File: src/rtl/const_arbiter.sv
// Round-robin arbiter sharing one const_unit between decode (port 0) and branch/address-gen (port 1),
// with a 2-entry result buffer. Define CONST_ARB_FIXED_PRIO_EN for fixed priority (port 0 wins ties).
module const_arbiter #(
  parameter int IN_W       = 6,
  parameter int OUT_W      = 8,
  parameter int PRIO_RESET = 0
) (
  input  logic             clk,
  input  logic             rst_n,
  input  logic             req0_valid,
  output logic             req0_ready,
  input  logic [IN_W-1:0]  req0_imm,
  input  logic             req0_cs,
  input  logic             req1_valid,
  output logic             req1_ready,
  input  logic [IN_W-1:0]  req1_imm,
  input  logic             req1_cs,
  output logic [IN_W-1:0]  cu_data_in,
  output logic             cu_cs,
  input  logic [OUT_W-1:0] cu_data_out,
  output logic             out_valid,
  input  logic             out_ready,
  output logic [OUT_W-1:0] out_data,
  output logic             out_id
);

  typedef enum logic [1:0] {
    EMPTY = 2'b00,
    ONE   = 2'b01,
    TWO   = 2'b10
  } buf_state_t;

  buf_state_t       state_r;
  buf_state_t       state_next_s;
  logic             grant0_s;
  logic             grant1_s;
  logic             not_full_s;
  logic             push_s;
  logic             pop_s;
  logic [OUT_W-1:0] head_data_r;
  logic [OUT_W-1:0] tail_data_r;
  logic             head_id_r;
  logic             tail_id_r;
  logic             out_valid_r;

`ifdef CONST_ARB_FIXED_PRIO_EN
  // Fixed priority: requester 0 always wins.
  always_comb begin
    grant0_s = 1'b0;
    grant1_s = 1'b0;
    if (req0_valid) begin
      grant0_s = 1'b1;
    end else if (req1_valid) begin
      grant1_s = 1'b1;
    end else begin
      grant0_s = 1'b0;
      grant1_s = 1'b0;
    end
  end
`else
  logic last_grant_r;

  // Round-robin: on a tie the requester that did not win the last accepted push is granted.
  always_comb begin
    grant0_s = 1'b0;
    grant1_s = 1'b0;
    if (req0_valid && req1_valid) begin
      grant0_s = last_grant_r;
      grant1_s = ~last_grant_r;
    end else if (req0_valid) begin
      grant0_s = 1'b1;
    end else if (req1_valid) begin
      grant1_s = 1'b1;
    end else begin
      grant0_s = 1'b0;
      grant1_s = 1'b0;
    end
  end

  // Priority rotates only on an accepted push, so a stalled grant keeps its turn.
  always_ff @(posedge clk or negedge rst_n) begin
    if (!rst_n) begin
      last_grant_r <= (PRIO_RESET == 0) ? 1'b1 : 1'b0;
    end else if (push_s) begin
      last_grant_r <= grant1_s;
    end
  end
`endif

  // Drive the shared const_unit from the granted requester, zero when idle.
  always_comb begin
    cu_data_in = {IN_W{1'b0}};
    cu_cs      = 1'b0;
    if (grant1_s) begin
      cu_data_in = req1_imm;
      cu_cs      = req1_cs;
    end else if (grant0_s) begin
      cu_data_in = req0_imm;
      cu_cs      = req0_cs;
    end else begin
      cu_data_in = {IN_W{1'b0}};
      cu_cs      = 1'b0;
    end
  end

  // Ready depends only on grant and buffer occupancy, never on out_ready.
  assign not_full_s = (state_r != TWO);
  assign req0_ready = grant0_s && not_full_s;
  assign req1_ready = grant1_s && not_full_s;
  assign push_s     = (grant0_s || grant1_s) && not_full_s;
  assign pop_s      = out_valid_r && out_ready;

  // Buffer occupancy next-state logic.
  always_comb begin
    state_next_s = state_r;
    case (state_r)
      EMPTY: begin
        if (push_s) state_next_s = ONE;
        else        state_next_s = EMPTY;
      end
      ONE: begin
        if (push_s && !pop_s)      state_next_s = TWO;
        else if (!push_s && pop_s) state_next_s = EMPTY;
        else                       state_next_s = ONE;
      end
      TWO: begin
        if (pop_s) state_next_s = ONE;
        else       state_next_s = TWO;
      end
      default: state_next_s = EMPTY;
    endcase
  end

  // Occupancy register; out_valid is registered alongside it.
  always_ff @(posedge clk or negedge rst_n) begin
    if (!rst_n) begin
      state_r     <= EMPTY;
      out_valid_r <= 1'b0;
    end else begin
      state_r     <= state_next_s;
      out_valid_r <= (state_next_s != EMPTY);
    end
  end

  // Entry storage: head is the output, tail holds the second entry while TWO.
  always_ff @(posedge clk or negedge rst_n) begin
    if (!rst_n) begin
      head_data_r <= {OUT_W{1'b0}};
      head_id_r   <= 1'b0;
      tail_data_r <= {OUT_W{1'b0}};
      tail_id_r   <= 1'b0;
    end else begin
      case (state_r)
        EMPTY: begin
          if (push_s) begin
            head_data_r <= cu_data_out;
            head_id_r   <= grant1_s;
          end
        end
        ONE: begin
          if (push_s && pop_s) begin
            head_data_r <= cu_data_out;
            head_id_r   <= grant1_s;
          end else if (push_s) begin
            tail_data_r <= cu_data_out;
            tail_id_r   <= grant1_s;
          end
        end
        TWO: begin
          if (pop_s) begin
            head_data_r <= tail_data_r;
            head_id_r   <= tail_id_r;
          end
        end
        default: begin
          head_data_r <= {OUT_W{1'b0}};
          head_id_r   <= 1'b0;
        end
      endcase
    end
  end

  assign out_valid = out_valid_r;
  assign out_data  = head_data_r;
  assign out_id    = head_id_r;

endmodule
File: config.mk
export PLATFORM = sky130hd
export DESIGN_NAME = const_arbiter
export DESIGN_NICKNAME = d
export VERILOG_FILES = /design/src/rtl/const_arbiter.sv
export SDC_FILE = /design/constraint.sdc
export NUM_CORES = 1
export LEC_CHECK = 0
export ABC_CLOCK_PERIOD_IN_PS = 2000
export BUFFER_PORTS_ARGS = -buffer_cell sky130_fd_sc_hd__buf_4
export CAP_MARGIN = 20
export CORE_UTILIZATION = 47
export CTS_CLUSTER_DIAMETER = 30
export CTS_CLUSTER_SIZE = 25
export DETAILED_ROUTE_END_ITERATION = 7
export PLACE_DENSITY = 0.83
export SYNTH_ARGS = -nofsm -noshare
export SYNTH_HDL_FRONTEND = slang
export SYNTH_SLANG_ARGS = --single-unit
File: constraint.sdc
create_clock -name clk -period 2 [get_ports clk]
set_clock_uncertainty 0.2 [all_clocks]
set_input_delay 0.4 -clock clk [delete_from_list [all_inputs] [get_ports clk]]
set_output_delay 0.4 -clock clk [all_outputs]
set_load 0.02 [all_outputs]
**After elaboration in Yosys (flattened, before gate mapping)**

Cells that the tools add are included.

- Bits in registers: 22
- Bits in latches: 0
- Memory bits (writable): 0
- Bits in read-only memories: 0
- Input bits: 27
- Output and inout bits: 19
- Logic and storage cells: 52
- Memories: 0

- Add/sub/neg operators: 0
- Multiply operators: 0
- Div/mod/pow operators: 0
- Order comparisons: 0
- Equal/unequal tests: 6
- Shift operators: 0
- Mux-type cells: 22
- Bitwise logic cells: 2
- Reductions and logical operators: 15

Operators by type and width:

| cell | number |
|---|---|
| $mux W8 | 3 |
| $pmux W8 S3 | 1 |
| $mux W1 | 12 |
| $mux W6 | 2 |
| $logic_and A1 B1 Y1 | 8 |
| $ne A2 B2 Y1 const B | 4 |
| $pmux W2 S3 | 1 |
| $reduce_and A3 Y1 | 2 |
| $mux W2 | 2 |
| $pmux W1 S3 | 1 |
| $eq A2 B1 Y1 const B | 1 |
| $eq A2 B2 Y1 const B | 1 |
| $logic_not A1 Y1 | 2 |
| $logic_not A2 Y1 | 1 |
| $not A1 Y1 | 2 |
| $reduce_bool A2 Y1 | 1 |
| $logic_or A1 B1 Y1 | 1 |

**Depth between registers and ports, before layout**

Gate-level depths: netlist of the first run.

- Depth after elaboration: 11
- Gate-level depth with buffers: 5
- Gate-level depth less buffers: 3

**Worst setup path after synthesis of the first run**

Ideal clock, no wire load.

- Path type: register to output
- Start point: register last_grant_r
- End point: output port cu_cs
- Arrival time: 1.261 ns
- Required time: 1.400 ns
- Slack: 0.139 ns
- Stages on the path, launching flop included: 5
- Path buffers: 1
- Cell sequence: dfstp_2 > nand2b_1 > and2_1 > clkbuf_1 > a22o_1

- Longest elaborated chain between the ends: 3
- Elaborated cells between the ends (all ways): 5
- Classes of those cells: mux (4); bitwise (1)

Ends and longest elaborated chain:

| what | line | RTL |
|---|---|---|
| from (decl) | 61 | `logic last_grant_r;` |
| from (signal assigned) | 83 | `last_grant_r <= (PRIO_RESET == 0) ? 1'b1 : 1'b0;` |
| from (signal assigned) | 85 | `last_grant_r <= grant1_s;` |
| $mux W1 or $not A1 Y1 (tied branches) | 67, 69 |  |
| $mux W1, on equally long branches | 97, 67 |  |
| $mux W1 (*) | 94 | `if (grant1_s) begin` |
| to (decl) | 19 | `output logic cu_cs,` |

Every way passes the cells marked *; elsewhere a longest branch is shown, timed or not.

**Worst setup path in the final report of the first run**

- Start point: register last_grant_r
- End point: output port cu_data_in[3]

- Longest elaborated chain between the ends: 3
- Elaborated cells between the ends (all ways): 5
- Classes of those cells: mux (4); bitwise (1)

Ends and longest elaborated chain:

| what | line | RTL |
|---|---|---|
| $mux W1 or $not A1 Y1 (tied branches) | 67, 69 |  |
| $mux W6 or $mux W1 (tied branches) | 97, 67 |  |
| $mux W6 (*) | 94 |  |
| to (decl) | 18 | `output logic [IN_W-1:0] cu_data_in,` |

Marked as above.

==> impl_metrics.ini, run 1 <==
[outcome]
status = complete, but fails checks
violations = negative setup slack

[route]
vias_per_cell = 5.20
routed_wl_um = 2660
wl_per_cell_um = 14.5
vias = 956
drtIter0Drc = 11
ant_nets = 0
route.detailed.drc = 0
drt_first_pass_iters = 6

[synthesis]
synth_compound_gate_area_share = 0.187
synth.avg_cell_area_sq_um = 11.0
synth_edf_count = 0
synth.distinct_cells = 30
synth_top_area_share = 0.464
synth.area.top_cells = dfrtp_1, mux2_2, mux2i_1
yosysMostFrequentCell = dfrtp_1
synth_cells = 103
synth_ff_type = dfrtp_1
syn_nets = 130
synth_top_family_by_area = compound AO/OA/AOI/OAI gates
synthSimpleGateAreaFrac = 0.105
muxShareOfSynthArea = 0.150
synth.largest_area_cell = dfrtp_1
synthXorXnorAreaFrac = 0.00773
ys_seq_area_frac = 0.487
ys_seq_elements = 22
synth_fa_ha_area_frac = 0
async_flop_share = 1.00
yosys-top-cells-count = dfrtp_1, a21oi_1, nor2b_1
syn_area_sq_um = 1130
yosysWarnings = 0

[critical_path]
end_kind = output port
startpoint_type = register
rrSetupSlack_ns = 0.28
critical-path-slowest-cell = dfstp_2
cp_max_fo = 8
cp_data_required_time_ns = 1.40
slowest_delay_ns = 0.57
reg2reg_depth = 3
worstPathArrival_ns = 1.47
reg2reg_from = state_r[0]
path_class = reg2out
crit-reg2reg-capture = tail_data_r[5]
crit_chain = nand2b_4 > and2_4 > a22o_1 > buf_6

[timing]
whs_ns = 0.113
slew_violations = 0
finalCritPeriodShare = 1.04
finalHoldViolCount = 0
fin_ws_ns = -0.0709
maxSlewHeadroom = 0.767
max_freq_mhz = 483
worstMarginPinSlew_ns = 0.350
rsz0062_at_grt = true
setup_violations = 7
min_period_ns = 2.07

[worst_hold_path]
whs_path_depth = 2
min-delay-start = req0_valid
hold_class = in2reg
holdPathEnd = last_grant_r

[floorplanning]
die_h_um = 51.1
pin_count = 46
dieArea_sq_um = 2610
initial_core_util = 0.507
die_width_um = 51.1
core-area_sq_um = 2230
num_rows = 17

[power_and_ir_drop]
p_leak_uw = 0.000820
ir_drop_mv = 0.984
powerDensity_nw_per_um2 = 1450

[placed_design]
portBuffers = 45
place_congestion = 0.870
hpwl_um = 1860
pre_cts_ws_ns = 0.112
dp.cells = 175

[clock_network]
cts_sinks = 22
clkSlewWorstSetupHoldPaths_ns = 0.11
htreeDepth = 1
cts_root_buf = clkbuf_4
clock_latency_ns = 0.30
cts_buffers = 3
cts_tree = done
max-clock-path-buffers = 2

[layout]
postLayoutCoreUtil = 0.728
layout.filler_cells = 173
area_growth_syn_to_layout_pct = 43.5
seq_area_sq_um = 552
layout.nets = 184
antenna_cells = 0
drive_above_1_share = 0.474
multiInputGateArea_sq_um = 527
final_cells = 184

[grt]
grt_util_all_layers = 0.238
grt_max_degree = 23
antenna_found_initial = 0
grt_pass1_vias = 988
grt_overflow = 0
grt_pass1_wl_um = 4460

[flow_run]
maxCapViolCount = 0
[worst max-delay path, delay by kind of cell, from the launching register on]
kind	cells	cell delay [ns]
AOI/OAI and AO/OA	1	0.17
buffers and inverters	1	0.12
DFF	1	0.57
and+or+nand+nor	2	0.30
[state kept, by name, summed over array words and instances (netlist names)]
signal,flops
state_r,2
tail_id_r,1
last_grant_r,1
out_id,1
out_valid,1
out_data,8
tail_data_r,8
[layout by cell type (no fill, tap or decap), drive strengths merged]
| master | n |
|---|---|
| dfstp | 1 |
| a31oi | 3 |
| dfrtp | 21 |
| and2 | 3 |
| nor2 | 2 |
| mux2 | 8 |
| a21boi | 2 |
| dlygate4sd3 | 1 |
| nor3 | 1 |
| a21o | 1 |
| buf | 54 |
| nor2b | 10 |
| a22oi | 1 |
| clkbuf | 4 |
| nand2b | 2 |
| a22o | 7 |
| a2bb2oi | 1 |
| o21ai | 2 |
| o32ai | 1 |
| a21bo | 1 |
| and3 | 1 |
| o211a | 1 |
| a21oi | 10 |
| xor2 | 1 |
| inv | 8 |
| mux2i | 8 |
| nand2 | 1 |
[timing repair]
action,CTS,global route
setup endpoints to repair,7,9
pin swaps,6,5
resized for setup,8,5
hold buffers,1,0
gates cloned,0,0
buffers inserted,3,1
hold endpoints to repair,21,0
[per-stage QoR]
stage | power, uW | TNS, ns | area [sq um]
after floorplan | 1610 | 0 | 1130
after global placement | 1970 | 0 | 1500
after detailed placement | 2020 | 0 | 1500
after CTS | 2330 | -0.328 | 1600
after global routing | 2510 | -0.718 | 1630
final | 2350 | -0.341 | 1630
[cell type report]
type,count,share of cell area
well taps,28,0.0216
inverters,8,0.0185
repair buffers,55,0.274
multi-input cells,67,0.324
clock buffers,4,0.0223
flip-flops and latches,22,0.339
[worst max-delay path by stage]
stage	startpoint	to	slack (ns)	cells after the start
floorplan	last_grant_r	cu_cs	0.14	4
global placement	last_grant_r	cu_data_in[5]	0.19	4
detailed placement	last_grant_r	cu_data_in[5]	0.11	4
CTS	last_grant_r	cu_data_in[5]	-0.07	4
global route	last_grant_r	cu_data_in[3]	-0.11	4
finish	last_grant_r	cu_data_in[3]	-0.07	4
[cells by family (layout without fill, tap and decap cells)]
family	Yosys count	after routing
AOI/OAI and AO/OA	30	30
buffers and inverters	14	67
muxes	16	16
and+or+nand+nor	20	20
xor gates and xnor gates	1	1
DFF	22	22
[power breakdown]
group | internal [uW] | leakage [uW] | switching [uW]
Sequential | 679 | 0.000260 | 144
Combinational | 669 | 0.000539 | 617
Clock | 111 | 0.0000210 | 130
[routing by layer]
layer  global-route usage  up-vias  wire length [um]
met4               0.0972        0                29
met5                    0        -                 0
met2                0.423       41              1380
met1                0.286      444              1080
met3               0.0327        4               171
li1                     -      467                 -
(Power assumes the default switching activity.)
==> run 2: changes to the inputs <==
Settings changed: CORE_ASPECT_RATIO from default to 0.6.
==> impl_metrics.ini, run 2 (synthesis gave the netlist of run 1 again) <==
[worst_hold_path]
hold_class = in2reg
min-delay-start = cu_data_out[1]
whs_path_depth = 2
holdPathEnd = tail_data_r[1]

[floorplanning]
dieArea_sq_um = 2620
die_width_um = 65.4
initial_core_util = 0.512
core-area_sq_um = 2210
num_rows = 13
die_h_um = 40.0
pin_count = 46

[route]
route.detailed.drc = 0
vias = 1016
routed_wl_um = 2990
wl_per_cell_um = 16.1
ant_nets = 0
met1Wirelength_um = 1290
drtIter0Drc = 41
top_layer = met4
wl_met2_um = 1560
route.met3.wl_um = 126
drt_first_pass_iters = 4
vias_per_cell = 5.49

[timing]
slew_violations = 0
whs_ns = 0.174
min_period_ns = 2.04
worstMarginPinSlew_ns = 0.360
max_freq_mhz = 491
finalCritPeriodShare = 1.02
maxSlewHeadroom = 0.758
fin_tns_setup_ns = -0.162
fin_ws_ns = -0.0374
rsz0062_at_grt = true
setup_violations = 7
finalHoldViolCount = 0

[grt]
grt_max_degree = 23
antenna_found_initial = 0
grt_util_all_layers = 0.249
grt_overflow = 0
grt_pass1_wl_um = 4720
grt_pass1_vias = 1017

[clock_network]
htreeDepth = 1
clock_latency_ns = 0.26
cts_buffers = 3
cts_sinks = 22
clkSlewWorstSetupHoldPaths_ns = 0.08
cts_tree = done
cts_root_buf = clkbuf_8
max-clock-path-buffers = 2

[layout]
layout.filler_cells = 156
layout.nets = 183
drive_above_1_share = 0.471
antenna_cells = 0
final_common_cell = buf_4
mostFrequentLayoutCells = buf_4, dfrtp_1, a21oi_1
area_growth_syn_to_layout_pct = 44.1
final_area_sq_um = 1630

[power_and_ir_drop]
ir_drop_mv = 1.04
p_leak_uw = 0.000820
total_power_uw = 2450
powerDensity_nw_per_um2 = 1500

[placed_design]
pre_cts_ws_ns = 0.112
place_congestion = 0.853
dpl_cell_area_sq_um = 1500
hpwl_um = 2090
portBuffers = 45

[flow_run]
maxCapViolCount = 0

[critical_path]
crit-reg2reg-capture = tail_data_r[7]
rrSetupSlack_ns = 0.18
reg2reg_from = state_r[0]
reg2reg_depth = 3
cp_data_required_time_ns = 1.40
end_kind = output port
cp_max_fo = 8
path_class = reg2out
startpoint_type = register
worstPathArrival_ns = 1.44

[outcome]
status = complete, but fails checks
violations = negative setup slack
run 2: how the worst max path moves through the flow:
stage | start | endpoint | slack, ns | depth (start not counted)
after floorplan | last_grant_r | cu_cs | 0.14 | 4
after global placement | last_grant_r | cu_cs | 0.19 | 4
after detailed placement | last_grant_r | cu_data_in[3] | 0.11 | 4
after CTS | last_grant_r | cu_data_in[3] | 0.0007 | 4
after global routing | last_grant_r | cu_cs | -0.08 | 4
final | last_grant_r | cu_data_in[5] | -0.04 | 4
run 2: report_power, final:
group	total [uW]	leakage, uW	switching (uW)	internal (uW)
registers	851	0.000259	169	683
logic	1280	0.000533	625	657
clock network	322	0.0000288	146	176
run 2: area by class of cell:
type | count | area, sq um | area share
well taps | 30 | 37.5 | 0.0230
multi-input cells | 67 | 522 | 0.320
clock buffers | 4 | 55.1 | 0.0337
repair buffers | 54 | 434 | 0.266
inverters | 8 | 30.0 | 0.0184
flip-flops and latches | 22 | 553 | 0.339
run 2: through the flow:
| step | instances | util |
|---|---|---|
| global route | 185 | 0.738 |
| global placement | 177 | 0.680 |
| detailed placement | 177 | 0.680 |
| floorplan | 103 | - |
| CTS | 184 | 0.723 |
| finish | 185 | 0.738 |
run 2: layer usage:
metal,GRT usage,up-vias
met5,0,-
met4,0.0326,0
met3,0.0597,2
met2,0.469,31
met1,0.306,516
li1,-,467
run 2: critical path, stage by stage, from the launching register on:
cell and delay [ns]:
dfstp_2 0.57, nand2b_4 0.13, and2_4 0.19, a22o_1 0.17
buf_6 0.12
run 2: repair_timing:
| action | in CTS | in global routing |
|---|---|---|
| setup endpoints to repair | 9 | 9 |
| endpoints found under the hold margin | 21 | 0 |
| buffers inserted | 2 | 1 |
| hold buffers | 1 | 0 |
| gates resized for setup | 5 | 7 |
| pin swaps | 1 | 2 |
==> run 3: changes to the inputs <==
Settings changed: CORE_ASPECT_RATIO 0.6 to 1.4, CTS_CLUSTER_DIAMETER 30 to 80.
==> impl_metrics.ini, run 3 (synthesis gave the netlist of run 1 again) <==
[flow_run]
maxCapViolCount = 0

[grt]
use_met3 = 0.0272
grt_pass1_wl_um = 4380
grtUsageMet2 = 0.470
grt_overflow = 0
grt_pass1_vias = 1009
met1_usage = 0.219
antenna_found_initial = 0
busiest_layer = met2
grt_max_degree = 23
grt_util_all_layers = 0.233

[critical_path]
cp_max_fo = 8
worstPathArrival_ns = 1.47
startpoint_type = register
reg2reg_from = state_r[1]
rrSetupSlack_ns = 0.22
path_class = reg2out
crit-reg2reg-capture = tail_data_r[2]
end_kind = output port
reg2reg_depth = 3
cp_data_required_time_ns = 1.40

[route]
routed_wl_um = 2750
ant_nets = 0
vias = 981
route.detailed.drc = 14
drtIter0Drc = 22
drt_first_pass_iters = 6
vias_per_cell = 5.54
wl_per_cell_um = 15.5

[worst_hold_path]
holdPathEnd = last_grant_r
whs_path_depth = 2
min-delay-start = req0_valid
hold_class = in2reg

[clock_network]
cts_root_buf = clkbuf_4
max-clock-path-buffers = 2
cts_sinks = 22
clkSlewWorstSetupHoldPaths_ns = 0.11
cts_buffers = 3
htreeDepth = 1
cts_tree = done
clock_latency_ns = 0.32

[layout]
seq_area_sq_um = 553
area_growth_syn_to_layout_pct = 41.4
layout.filler_cells = 172
final_common_cell = buf_4
mostFrequentLayoutCells = buf_4, dfrtp_1, a21oi_1
multiInputGateArea_sq_um = 527
antenna_cells = 0
layout.nets = 183
drive_above_1_share = 0.471

[timing]
maxSlewHeadroom = 0.764
setup_violations = 7
max_freq_mhz = 484
slew_violations = 0
min_period_ns = 2.07
rsz0062_at_grt = true
fin_ws_ns = -0.0662
finalHoldViolCount = 0
worstMarginPinSlew_ns = 0.353
finalCritPeriodShare = 1.03

[floorplanning]
die_h_um = 60.1
num_rows = 20
pin_count = 46
core-area_sq_um = 2230
dieArea_sq_um = 2610
die_width_um = 43.5
initial_core_util = 0.508

[power_and_ir_drop]
total_power_uw = 2290
ir_drop_mv = 0.900
powerDensity_nw_per_um2 = 1430
p_leak_uw = 0.000808

[placed_design]
hpwl_um = 2030
portBuffers = 45
pre_cts_ws_ns = 0.115
place_congestion = 0.705

[outcome]
status = complete, but fails checks
violations = design-rule violations, negative setup slack
==> run 3: critical path, cell delays in order (launching register included) <==
cell and delay [ns]:
dfstp_2 0.57, nand2b_4 0.13, and2_4 0.18, a22o_1 0.16
buf_6 0.12
==> run 3: worst max path at each step <==
stage | startpoint | end | slack, ns
4_1_cts | last_grant_r | cu_cs | -0.05
3_5_place_dp | last_grant_r | cu_data_in[2] | 0.12
3_3_place_gp | last_grant_r | cu_cs | 0.18
2_1_floorplan | last_grant_r | cu_cs | 0.14
5_1_grt | last_grant_r | cu_cs | -0.12
6_report | last_grant_r | cu_data_in[3] | -0.07
==> run 3: area by class of cell <==
class | instances | share of cell area
Timing Repair Buffer | 54 | 0.273
Multi-Input combinational cell | 67 | 0.329
Inverter | 8 | 0.0187
Clock buffer | 4 | 0.0164
Tap cell | 22 | 0.0172
Sequential cell | 22 | 0.345
==> run 3: what timing repair did <==
| action | in CTS | in global routing |
|---|---|---|
| setup buffers | 3 | 1 |
| endpoints found under the setup margin | 9 | 8 |
| hold buffers | 1 | 0 |
| hold endpoints to repair | 21 | 0 |
| resized for setup | 10 | 4 |
| pin swaps | 5 | 5 |
==> run 3: power by group <==
group / total [uW] / switching, uW / internal [uW] / leakage, uW
clock network: 210 / 132 / 78.1 / 0.0000150
logic: 1240 / 600 / 645 / 0.000534
registers: 840 / 159 / 681 / 0.000259
==> run 3: routing by layer <==
metal | part of all wire | wire, um | vias to the layer above
met3 | 0.062 | 170 | 7
met4 | 0.022 | 61 | 0
met2 | 0.58 | 1590 | 42
met5 | 0 | 0 | -
li1 | - | - | 465
met1 | 0.34 | 933 | 467
==> run 3: through the flow <==
step | hold WS (ns) | cells | setup TNS, ns | cell area (sq um) | utilization
6_report | 0.108 | 177 | -0.403 | 1600 | 0.719
5_1_grt | 0.108 | 177 | -0.745 | 1600 | 0.719
4_1_cts | 0.0977 | 176 | -0.310 | 1580 | 0.708
3_5_place_dp | 0.103 | 168 | 0 | 1490 | 0.667
3_3_place_gp | 0.0963 | 168 | 0 | 1490 | 0.667
2_1_floorplan | -0.0956 | 103 | 0 | 1130 | -
